## config.mk

```make
export PLATFORM = sky130hd
export DESIGN_NAME = alu_exec_unit
export DESIGN_NICKNAME = d
export VERILOG_FILES = /design/src/rtl/alu_exec_unit.sv
export SDC_FILE = /design/constraint.sdc
export NUM_CORES = 1
export LEC_CHECK = 0
export CAP_MARGIN = 10
export CORE_ASPECT_RATIO = 0.9
export CORE_MARGIN = 2
export CORE_UTILIZATION = 37
export DETAILED_ROUTE_END_ITERATION = 8
export SLEW_MARGIN = 20
export SYNTH_ARGS = -nofsm -noshare
export SYNTH_HDL_FRONTEND = slang
export SYNTH_SLANG_ARGS = --single-unit
```

## constraint.sdc

```tcl
create_clock -name clk -period 4.6 [get_ports clk]
set_clock_uncertainty 0.2 [all_clocks]
set_input_delay 0.46 -clock clk [delete_from_list [all_inputs] [get_ports clk]]
set_output_delay 0.46 -clock clk [all_outputs]
set_load 0.02 [all_outputs]
```

## src/rtl/alu_exec_unit.sv

```systemverilog
// alu_exec_unit: multi-cycle EX-stage ALU with valid/ready handshakes on operands and result.
// Define SERIAL_SHIFT_EN to shift serially, one bit per cycle through the SHIFT state.
// Leave it undefined to use a single-cycle barrel shifter.
module alu_exec_unit #(
  parameter int N = 32
) (
  input  logic         clk,
  input  logic         rst_n,
  input  logic         in_valid,
  output logic         in_ready,
  input  logic [3:0]   alu_sel,
  input  logic [N-1:0] op_a,
  input  logic [N-1:0] op_b,
  output logic         out_valid,
  input  logic         out_ready,
  output logic [N-1:0] result,
  output logic         zero,
  output logic         busy
);
  localparam int SW = $clog2(N);
  localparam logic [3:0] ALU_AND  = 4'b0000;
  localparam logic [3:0] ALU_OR   = 4'b0001;
  localparam logic [3:0] ALU_ADD  = 4'b0010;
  localparam logic [3:0] ALU_SLL  = 4'b0011;
  localparam logic [3:0] ALU_SRL  = 4'b0100;
  localparam logic [3:0] ALU_SRA  = 4'b0101;
  localparam logic [3:0] ALU_SUB  = 4'b0110;
  localparam logic [3:0] ALU_SLT  = 4'b0111;
  localparam logic [3:0] ALU_SLTU = 4'b1000;

  typedef enum logic [1:0] {
    S_IDLE  = 2'd0,
    S_DONE  = 2'd1
`ifdef SERIAL_SHIFT_EN
    ,S_SHIFT = 2'd2
`endif
  } state_t;

  state_t         r_state;
  state_t         w_state_nx;
  logic [N-1:0]   r_result;
  logic           r_zero;
  logic           w_accept;
  logic           w_is_shift;
  logic           w_go_shift;
  logic [SW-1:0]  w_amt;
  logic [N-1:0]   w_sh;
  logic [N-1:0]   w_res;
  logic           w_slt;
  logic           w_sltu;

  assign w_accept   = in_valid && (r_state == S_IDLE);
  assign w_amt      = op_b[SW-1:0];
  assign w_is_shift = (alu_sel == ALU_SLL) || (alu_sel == ALU_SRL) || (alu_sel == ALU_SRA);
  assign w_slt      = $signed(op_a) < $signed(op_b);
  assign w_sltu     = op_a < op_b;

`ifdef SERIAL_SHIFT_EN
  localparam logic [SW-1:0] CNT_ONE = SW'(1);
  logic [N-1:0]  r_acc;
  logic [SW-1:0] r_cnt;
  logic [3:0]    r_sel;
  logic [N-1:0]  w_acc_nx;
  logic          w_shift_last;

  // A zero-amount shift completes straight from IDLE with op_a unchanged
  assign w_sh         = op_a;
  assign w_go_shift   = w_is_shift && (w_amt != '0);
  assign w_shift_last = (r_state == S_SHIFT) && (r_cnt == CNT_ONE);
  assign w_acc_nx     = (r_sel == ALU_SLL) ? {r_acc[N-2:0], 1'b0}
                                           : {(r_sel == ALU_SRA) & r_acc[N-1], r_acc[N-1:1]};

  // Serial shifter: load on accept, one bit per cycle while in SHIFT
  always_ff @(posedge clk or negedge rst_n) begin
    if (!rst_n) begin
      r_acc <= '0;
      r_cnt <= '0;
      r_sel <= '0;
    end else if (w_accept && w_go_shift) begin
      r_acc <= op_a;
      r_cnt <= w_amt;
      r_sel <= alu_sel;
    end else if (r_state == S_SHIFT) begin
      r_acc <= w_acc_nx;
      r_cnt <= r_cnt - CNT_ONE;
    end
  end
`else
  assign w_go_shift = 1'b0;
  assign w_sh = (alu_sel == ALU_SLL) ? (op_a << w_amt)
              : (alu_sel == ALU_SRL) ? (op_a >> w_amt)
              : N'($signed(op_a) >>> w_amt);
`endif

  assign w_res = (alu_sel == ALU_ADD)  ? op_a + op_b
               : (alu_sel == ALU_SUB)  ? op_a - op_b
               : (alu_sel == ALU_AND)  ? op_a & op_b
               : (alu_sel == ALU_OR)   ? op_a | op_b
               : (alu_sel == ALU_SLT)  ? {{(N-1){1'b0}}, w_slt}
               : (alu_sel == ALU_SLTU) ? {{(N-1){1'b0}}, w_sltu}
               : w_is_shift            ? w_sh
               : '0;

  // State register
  always_ff @(posedge clk or negedge rst_n) begin
    if (!rst_n) r_state <= S_IDLE;
    else        r_state <= w_state_nx;
  end

  // Next-state decode; handshake outputs depend on state only
  always_comb begin
    w_state_nx = r_state;
    in_ready   = (r_state == S_IDLE);
    out_valid  = (r_state == S_DONE);
    busy       = (r_state != S_IDLE);
    case (r_state)
      S_IDLE:  w_state_nx = !in_valid ? S_IDLE
`ifdef SERIAL_SHIFT_EN
                          : w_go_shift ? S_SHIFT
`endif
                          : S_DONE;
`ifdef SERIAL_SHIFT_EN
      S_SHIFT: w_state_nx = w_shift_last ? S_DONE : S_SHIFT;
`endif
      S_DONE:  w_state_nx = out_ready ? S_IDLE : S_DONE;
      default: w_state_nx = S_IDLE;
    endcase
  end

  // Result register: written on a single-cycle accept or on the final shift step, held in DONE
  always_ff @(posedge clk or negedge rst_n) begin
    if (!rst_n) begin
      r_result <= '0;
      r_zero   <= 1'b0;
    end else if (w_accept && !w_go_shift) begin
      r_result <= w_res;
      r_zero   <= (w_res == '0);
`ifdef SERIAL_SHIFT_EN
    end else if (w_shift_last) begin
      r_result <= w_acc_nx;
      r_zero   <= (w_acc_nx == '0);
`endif
    end
  end

  assign result = r_result;
  assign zero   = r_zero;
endmodule

```

After elaboration in Yosys (flattened, before gate mapping):

Cells that the tools add are included.

* register bits after elaboration: 35
* bits of input ports: 72
* output and inout bits: 36
* logic and storage cells: 40

* $add $sub $neg: 2
* magnitude comparators: 2
* equal/unequal tests: 9
* shifts and indexed selects: 3
* muxes and demuxes: 12
* bitwise logic cells: 2
* reduce and logical (&&, ||, !) cells: 7

Operator list (number)
* $mux 32: 9
* $lt 32x32->1: 2
* $add 32x32->32: 1
* $and 32x32->32: 1
* $logic_not 32->1: 1
* $or 32x32->32: 1
* $shl 32x5->32: 1
* $shr 32x5->32: 1
* $sshr 32x5->32: 1
* $sub 32x32->32: 1
* $eq 4x3->1 const B: 4
* $eq 4x2->1 const B: 2
* $eq 4x1->1 const B: 1
* $eq 4x4->1 const B: 1
* $logic_not 4->1: 1
* $eq 2x1->1 const B: 1
* $logic_not 2->1: 1
* $logic_or 1x1->1: 2
* $mux 1: 2
* $pmux 1 s2: 1
* $reduce_bool 2->1: 1
* $logic_and 1x1->1: 1

Longest topological paths before layout:

Gate-level depths: netlist of run 1.

* depth in word-level cells: 11
* mapped depth: 17
* depth with buffers taken out: 14

Least setup slack after synthesis of run 1:

No wires, ideal clock.

* kind: input to register
* start: in op_b[2]
* end: reg r_zero (netlist: zero)
* setup time: 104 ps
* arrival time: 4366 ps
* data required time: 4296 ps
* path slack: -70 ps
* stages on the path: 16
* buffers on the path: 4
* cell sequence: inv_1 > buf_2 > buf_1 > buf_2 > buf_1 > ha_1 > and3_1 > o2bb2ai_1 > a211oi_1 > a211oi_1 > o2111ai_1 > a21boi_1 > or3_1 > a2111oi_0 > nor2_1 > o41ai_2

* cells in the longest elaborated chain, start to end: 11
* elaborated cells on any way between the ends: 19
* those cells by class: add/sub: 2; order compare: 2; shift: 3; mux: 9; bitwise: 2; reduce/logical: 1

RTL lines
* start, declared: RTL line 13 `input logic [N-1:0] op_b,`
* $sshr 32x5->32 / $shr 32x5->32 (equally long branches): RTL line 92, 91
* $mux 32: RTL line 91 `: (alu_sel == ALU_SRL) ? (op_a >> w_amt)`
* $mux 32: RTL line 90 `assign w_sh = (alu_sel == ALU_SLL) ? (op_a << w_amt)`
* $mux 32: RTL line 101 `: w_is_shift ? w_sh`
* $mux 32: RTL line 100 `: (alu_sel == ALU_SLTU) ? {{(N-1){1'b0}}, w_sltu}`
* $mux 32: RTL line 99 `: (alu_sel == ALU_SLT) ? {{(N-1){1'b0}}, w_slt}`
* $mux 32: RTL line 98 `: (alu_sel == ALU_OR) ? op_a | op_b`
* $mux 32: RTL line 97 `: (alu_sel == ALU_AND) ? op_a & op_b`
* $mux 32: RTL line 96 `: (alu_sel == ALU_SUB) ? op_a - op_b`
* $mux 32 *: RTL line 95 `assign w_res = (alu_sel == ALU_ADD) ? op_a + op_b`
* $logic_not 32->1 *: RTL line 137 `r_zero <= (w_res == '0);`
* end signal, assigned: RTL line 137
* end, declared: RTL line 42 `logic r_zero;`

Every way passes the cells marked *; elsewhere a longest branch is shown, timed or not.
A chain may end at the register's enable or synchronous reset.

Final worst setup path of run 1:

* start: in op_a[0]
* end: reg r_zero (netlist: zero)

* cells in the longest elaborated chain, start to end: 11
* elaborated cells on any way between the ends: 19
* those cells by class: add/sub: 2; order compare: 2; shift: 3; mux: 9; bitwise: 2; reduce/logical: 1

RTL lines
* start, declared: RTL line 12 `input logic [N-1:0] op_a,`
* $sshr 32x5->32 / $shr 32x5->32 (equally long branches): RTL line 92, 91
* $mux 32: RTL line 91
* $mux 32: RTL line 90
* $mux 32: RTL line 101
* $mux 32: RTL line 100
* $mux 32: RTL line 99
* $mux 32: RTL line 98
* $mux 32: RTL line 97
* $mux 32: RTL line 96
* $mux 32 *: RTL line 95
* $logic_not 32->1 *: RTL line 137

Marked as above.

==> run summary, run 1 <==
SETUP PATH
--------------------------------------------------------------------------------------------------------
Reg2reg setup slack .......................................................................      2.12 ns
Data arrival time of the critical path ....................................................      4.41 ns
Highest net fanout along the worst path ...................................................            3
Sort of element at the start of the critical path .........................................    input pin
Required time at the worst-slack endpoint .................................................      4.59 ns
Type of element capturing the critical path ...............................................         flop
Class of the most critical setup path ..................................................... input pin to flop

GLOBAL ROUTING
--------------------------------------------------------------------------------------------------------
Via count of the first global-routing pass ................................................        13449
Antenna violations before repair ..........................................................            2
Global-route total usage across every layer ...............................................        0.373
Global-route wire length before repair ....................................................     89300 um
Overflow left after global routing ........................................................            0
Largest net degree at the start of global routing .........................................           57

POWER
--------------------------------------------------------------------------------------------------------
Total Power Consumption ...................................................................    0.00279 W
Worst VDD drop ............................................................................       211 uV
Leakage power figure ......................................................................      6.39 nW
PD cells ..................................................................................  189 mW/mm^2

PLACE
--------------------------------------------------------------------------------------------------------
Count of input and output buffers .........................................................          107
Placed Area ...............................................................................  0.0145 mm^2
DP HPWL ...................................................................................     49200 um
Worst slack at placement ..................................................................    -0.746 ns
Final GP Congestion .......................................................................         1.07

CLOCKING
--------------------------------------------------------------------------------------------------------
Clk root buf ..............................................................................    clkbuf_16
CTS Buf Count .............................................................................            5
Clock network latency to the later pin of the worst-skew pair .............................      0.29 ns
Clk buf depth .............................................................................            2
CTS tree ..................................................................................        built
Post-CTS clock slew at the launch and capture registers of the worst setup and hold paths .      0.06 ns
Post-CTS Hold Fix Bufs ....................................................................            0
Num Clock Sinks ...........................................................................           34
H-Tree Depth ..............................................................................            2

SYNTH
--------------------------------------------------------------------------------------------------------
Post-synthesis net count ..................................................................         1680
Distinct cell type count of the synthesized netlist .......................................          100
Post-Syn Area .............................................................................  0.0114 mm^2
Leading register cell type out of synthesis ...............................................      dfrtp_1
Post-synth EDFFs ..........................................................................            0
Mean instance size in the synthesized netlist .............................................    7.53 um^2
Fraction of registers with async set or reset after synthesis .............................         1.00
Gate count after technology mapping .......................................................         1509
Ys Warns ..................................................................................            0
Number of synthesized register bits .......................................................           34
Sequential area share after synthesis .....................................................       0.0749

STA
--------------------------------------------------------------------------------------------------------
Final period util .........................................................................        0.962
Headroom to the max-slew limit ............................................................        0.243
Final critical-path required period .......................................................      4.43 ns
Number of setup violations in the final report ............................................            0
Worst Slack Setup Final ...................................................................     0.174 ns
Highest clock frequency the design can meet ...............................................      226 MHz
Final-report max-slew violation count .....................................................            0
RSZ-0062 raised after global routing ......................................................           no
Pin slew with the least headroom to its limit .............................................      1.13 ns
Final-report hold violation count .........................................................            0

DRT
--------------------------------------------------------------------------------------------------------
Routed len/inst ...........................................................................      27.7 um
Violation count after the first detailed-routing iteration ................................         1659
Number of antenna-violating nets in the routed design .....................................            0
Remaining routing DRC violations ..........................................................            0
Vias/cell .................................................................................         6.41
Total vias in the final route .............................................................        14031
Total wire length .........................................................................     60500 um
Count of TritonRoute iterations in the first routing pass .................................            6

CELLS AND AREA
--------------------------------------------------------------------------------------------------------
Final-layout fill cell count ..............................................................         3073
Post-layout nets ..........................................................................         1954
Cell area after layout ....................................................................  0.0148 mm^2
Highest-count cells in the layout ignoring fill and taps .................................. 279 x buf_4, 139 x nand2_1, 134 x nor2_1
Fraction of layout cells with a size suffix above 1 .......................................        0.254
Most common library cell in the layout ignoring fill and taps .............................        buf_4
Syn-to-layout area delta ..................................................................        29.9%
Final core utilization ....................................................................        0.491

HOLD PATH
--------------------------------------------------------------------------------------------------------
Class of the worst hold path .............................................................. input pin to asynchronous set/reset pin

DIE
--------------------------------------------------------------------------------------------------------
Site Rows .................................................................................           60
Core Footprint ............................................................................  0.0300 mm^2
IO Count ..................................................................................          108
X dimension of the die ....................................................................       189 um
Die Footprint .............................................................................  0.0321 mm^2
Die H .....................................................................................       170 um
Initial standard-cell utilization of the core .............................................        0.378

OUTCOME
--------------------------------------------------------------------------------------------------------
Status .................................................................................... complete, no violations

RUN
--------------------------------------------------------------------------------------------------------
Maximum Capacitance Violations ............................................................            0

==> worst max-delay path, cell delays in order <==
cell             delay [ns]
clkdlybuf4s50_1        0.52
inv_1                  0.08
ha_1                   0.22
fa_1                   0.42
o21ba_2                0.25
nor4_4                 0.23
buf_4                  0.18
o2111a_2               0.24
o31ai_1                0.16
o21a_1                 0.26
o41ai_2                0.30
a32o_2                 0.32
nand3_1                0.15
nor4_2                 0.20
nand4_1                0.19
o41ai_2                0.23
==> cells in the mapped netlist (all sizes together), types with 17 or more instances <==
library cell,instances,area (um^2)
a211oi,25,188
a21o,20,150
a21oi,126,631
a221oi,17,161
a31oi,20,131
buf,58,359
clkbuf,66,249
dfrtp,34,851
ha,97,1210
inv,106,398
mux2,51,574
mux2i,40,400
mux4,57,1280
nand2,140,526
nand2b,25,156
nand3,24,120
nor2,134,503
nor2b,17,106
nor3,34,175
o211ai,31,253
o21ai,96,484
o221ai,17,149
==> repair_timing <==
action | in CTS | in global routing
setup buffers | 0 | 1
setup endpoints to repair | 2 | 3
pin swaps | 0 | 2
gates resized for setup | 4 | 14
==> layer usage <==
layer,GRT usage,part of all wire,vias to the layer above
li1,-,-,6260
met1,0.503,0.43,6808
met2,0.567,0.43,822
met3,0.0959,0.10,139
met4,0.152,0.048,2
met5,0,0.00021,-
==> final cells by class <==
cell class / instances / area, um^2 / area share
timing repair buffer: 391 / 3260 / 0.221
inverter: 108 / 405 / 0.0275
clock buffer: 7 / 143 / 0.00967
antenna: 1 / 2.50 / 0.000170
multi-input combinational: 1243 / 9580 / 0.650
tap: 403 / 504 / 0.0342
sequential: 34 / 851 / 0.0577
clock inverter: 1 / 5.00 / 0.000339
==> final timing paths <==
kind / from / to / cells after the start
max: op_a[0] / zero / 16
min: rst_n / result[3] / 1
max reg2reg: r_state[0] / zero / 9
min reg2reg: result[5] / result[5] / 2
max in group asynchronous: rst_n / result[30] / 1
min in group clk: result[5] / result[5] / 2
==> registers in the layout, summed over array words and instances, names as in the netlist <==
register,cells
r_state,1
result,32
zero,1
==> logic make-up (layout without fill, tap and decap cells) <==
kind of cell    Yosys count  in the layout  synth area share
other cells               0              1                 0
simple gates            463            463             0.194
fa+ha+maj                99             99             0.110
xor+xnor                  9              9           0.00694
mux                     148            148             0.199
compound gates          524            524             0.326
buf+inv                 232            507            0.0892
flops                    34             34            0.0749
==> power breakdown <==
| part | total (W) | switching [W] | internal [W] | leakage, nW |
|---|---|---|---|---|
| Sequential | 0.000406 | 0.0000372 | 0.000369 | 0.435 |
| Combinational | 0.00203 | 0.00115 | 0.000883 | 5.88 |
| Clock | 0.000355 | 0.000139 | 0.000215 | 0.0739 |
| Total | 0.00279 | 0.00132 | 0.00147 | 6.39 |
==> through the flow <==
step | cells | hold WS (ns) | setup TNS [ns]
floorplan | 1509 | -0.0356 | 0
global placement | 2178 | 0.261 | -1.53
detailed placement | 2178 | 0.269 | -1.59
CTS | 2186 | 0.0984 | 0
global route | 2187 | 0.136 | 0
finish | 2188 | 0.0641 | 0
(Power assumes the default switching activity.)
==> inputs of run 2 (changes only) <==
==> constraint.sdc (replaced) <==
create_clock -name clk -period 4.5 [get_ports clk]
set_clock_uncertainty 0.2 [all_clocks]
set_input_delay 0.45 -clock clk [delete_from_list [all_inputs] [get_ports clk]]
set_output_delay 0.45 -clock clk [all_outputs]
set_load 0.02 [all_outputs]
==> run summary, run 2 (synthesized netlist as in run 1, its figures left out) <==
OUTCOME
--------------------------------------------------------------------------------------------------------
Status .................................................................................... complete, no violations

PLACE
--------------------------------------------------------------------------------------------------------
Placed Area ...............................................................................  0.0149 mm^2
Count of input and output buffers .........................................................          107
DP HPWL ...................................................................................     49100 um
Final GP Congestion .......................................................................         1.01
Post-Place Cells ..........................................................................         2230

POWER
--------------------------------------------------------------------------------------------------------
Combinational Power Share .................................................................        0.737
PD cells ..................................................................................  190 mW/mm^2
Worst VDD drop ............................................................................       182 uV
Total Power Consumption ...................................................................    0.00290 W
Int Pwr ...................................................................................    0.00154 W
Leakage power figure ......................................................................      6.68 nW
Net switching fraction of the power .......................................................        0.468
Part of the power in the clock network ....................................................        0.121
Net switching power .......................................................................    0.00136 W
Share of power burned in registers ........................................................        0.143

DIE
--------------------------------------------------------------------------------------------------------
X dimension of the die ....................................................................       189 um
Die Footprint .............................................................................  0.0321 mm^2
Site Rows .................................................................................           60
Core Footprint ............................................................................  0.0300 mm^2
Die H .....................................................................................       170 um
Initial standard-cell utilization of the core .............................................        0.378
IO Count ..................................................................................          108

STA
--------------------------------------------------------------------------------------------------------
Final-report hold violation count .........................................................            0
Headroom to the max-slew limit ............................................................        0.235
Final-report max-slew violation count .....................................................            0
Number of setup violations in the final report ............................................            0
Pin slew with the least headroom to its limit .............................................      1.14 ns
Final critical-path required period .......................................................      4.44 ns
Highest clock frequency the design can meet ...............................................      225 MHz
Final period util .........................................................................        0.986

SETUP PATH
--------------------------------------------------------------------------------------------------------
Class of the most critical setup path ..................................................... input pin to flop
Sort of element at the start of the critical path .........................................    input pin
Cell-by-cell listing of the critical path ................................................. clkdlybuf4s50_1 > buf_4 > and4bb_2 > nor3_1 > o221ai_1 > buf_4 > o311a_1 > o211a_1 > and4_1 > nand4_1 > nor4_2 > buf_4 > nand4_1 > o41ai_2
Critical path's slowest cell ..............................................................       nor3_1
Reg2Reg Depth .............................................................................           10
Slowest Stage Delay on Critical Path ......................................................      0.91 ns
Data arrival time of the critical path ....................................................      4.41 ns
Type of element capturing the critical path ...............................................         flop
Capture point of the worst path ...........................................................         zero
Critical R2R Launch .......................................................................   r_state[0]
Crit Reg-Reg Endpoint .....................................................................         zero
Highest net fanout along the worst path ...................................................           20
Required time at the worst-slack endpoint .................................................      4.47 ns
Reg2reg setup slack .......................................................................      1.78 ns
Startpoint of the worst setup timing path .................................................   alu_sel[2]
Critical path's most frequent cell ........................................................        buf_4

CLOCKING
--------------------------------------------------------------------------------------------------------
Clock network latency to the later pin of the worst-skew pair .............................      0.29 ns
Post-CTS clock slew at the launch and capture registers of the worst setup and hold paths .      0.05 ns
CTS tree ..................................................................................        built
Clk buf depth .............................................................................            2
Clk root buf ..............................................................................    clkbuf_16
Post-CTS Hold Fix Bufs ....................................................................            0
Num Clock Sinks ...........................................................................           34
CTS Buf Count .............................................................................            5
H-Tree Depth ..............................................................................            2

DRT
--------------------------------------------------------------------------------------------------------
Total vias in the final route .............................................................        14084
Total wire length .........................................................................     60300 um
Violation count after the first detailed-routing iteration ................................         1775
Vias/cell .................................................................................         6.28
Count of TritonRoute iterations in the first routing pass .................................            5
Remaining routing DRC violations ..........................................................            0
Number of antenna-violating nets in the routed design .....................................            0
Routed len/inst ...........................................................................      26.9 um

CELLS AND AREA
--------------------------------------------------------------------------------------------------------
Final core utilization ....................................................................        0.508
Syn-to-layout area delta ..................................................................        34.4%
Final-layout fill cell count ..............................................................         3065
Final antenna diode count .................................................................            0
Flip-flop count of the largest register after layout ......................................           32
Cell area after layout ....................................................................  0.0153 mm^2
Count of non-filler cells in the finished layout ..........................................         2242
Fraction of layout cells with a size suffix above 1 .......................................        0.287
Most common library cell in the layout ignoring fill and taps .............................        buf_4
Highest-count cells in the layout ignoring fill and taps .................................. 338 x buf_4, 139 x nand2_1, 134 x nor2_1
Post-layout nets ..........................................................................         2011

GLOBAL ROUTING
--------------------------------------------------------------------------------------------------------
Global-route total usage across every layer ...............................................        0.370
Global-route wire length before repair ....................................................     88200 um
Overflow left after global routing ........................................................            0
Via count of the first global-routing pass ................................................        13366
Largest net degree at the start of global routing .........................................           51
Antenna violations before repair ..........................................................            0

RUN
--------------------------------------------------------------------------------------------------------
Maximum Capacitance Violations ............................................................            0

HOLD PATH
--------------------------------------------------------------------------------------------------------
Class of the worst hold path .............................................................. input pin to asynchronous set/reset pin

## run 2: what timing repair did
item                                    4_1_cts  5_1_grt
resized for setup                            11       29
pin swaps                                     3        7
buffers inserted                              4        2
endpoints found under the setup margin        1        2
## run 2: worst max-delay path: cells and delay by family
kind                   cells  cell delay, ns
and+or+nand+nor            6            1.91
buffers and inverters      4            1.26
AOI/OAI and AO/OA          4            0.76
## run 2: how the worst min path moves through the flow
stage          startpoint         end  slack [ns]
5_1_grt             rst_n   result[1]        0.11
6_report            rst_n   result[1]        0.05
4_1_cts             rst_n   result[9]        0.08
3_5_place_dp   result[29]  result[29]        0.27
2_1_floorplan       rst_n  r_state[0]       -0.05
3_3_place_gp    result[7]   result[7]        0.26
## run 2: power groups by stage
stage	logic, W	registers [W]	clock network (W)
finish	0.00214	0.000413	0.000349
global route	0.00227	0.000423	0.000372
CTS	0.00207	0.000414	0.000359
detailed placement	0.00204	0.000419	0
global placement	0.00204	0.000415	0
floorplan	0.000979	0.000507	0
## run 2: per-stage QoR
| step | hold WS (ns) | TNS (ns) | setup slack, ns |
|---|---|---|---|
| floorplan | -0.0456 | 0 | 0.0242 |
| CTS | 0.0756 | 0 | 0.0182 |
| global placement | 0.264 | -0.769 | -0.729 |
| finish | 0.0521 | 0 | 0.0608 |
| global route | 0.109 | -0.0277 | -0.0277 |
| detailed placement | 0.267 | -0.799 | -0.696 |
## run 2: area by class of cell
cell class	instances	area [um^2]	area share
well taps	403	504	0.0330
clock buffers	6	139	0.00910
flip-flops and latches	34	851	0.0557
repair buffers	448	3670	0.240
multi-input cells	1243	9700	0.635
inverters	108	405	0.0266
## run 2: routing by layer
layer  vias to the layer above  routed length (um)  track usage  share of wire
met4                         0                3180        0.166          0.053
met3                       125                5600       0.0806          0.093
met2                       810               25500        0.559           0.42
li1                       6375                   -            -              -
met1                      6774               26000        0.506           0.43
met5                         -                   0            0              0
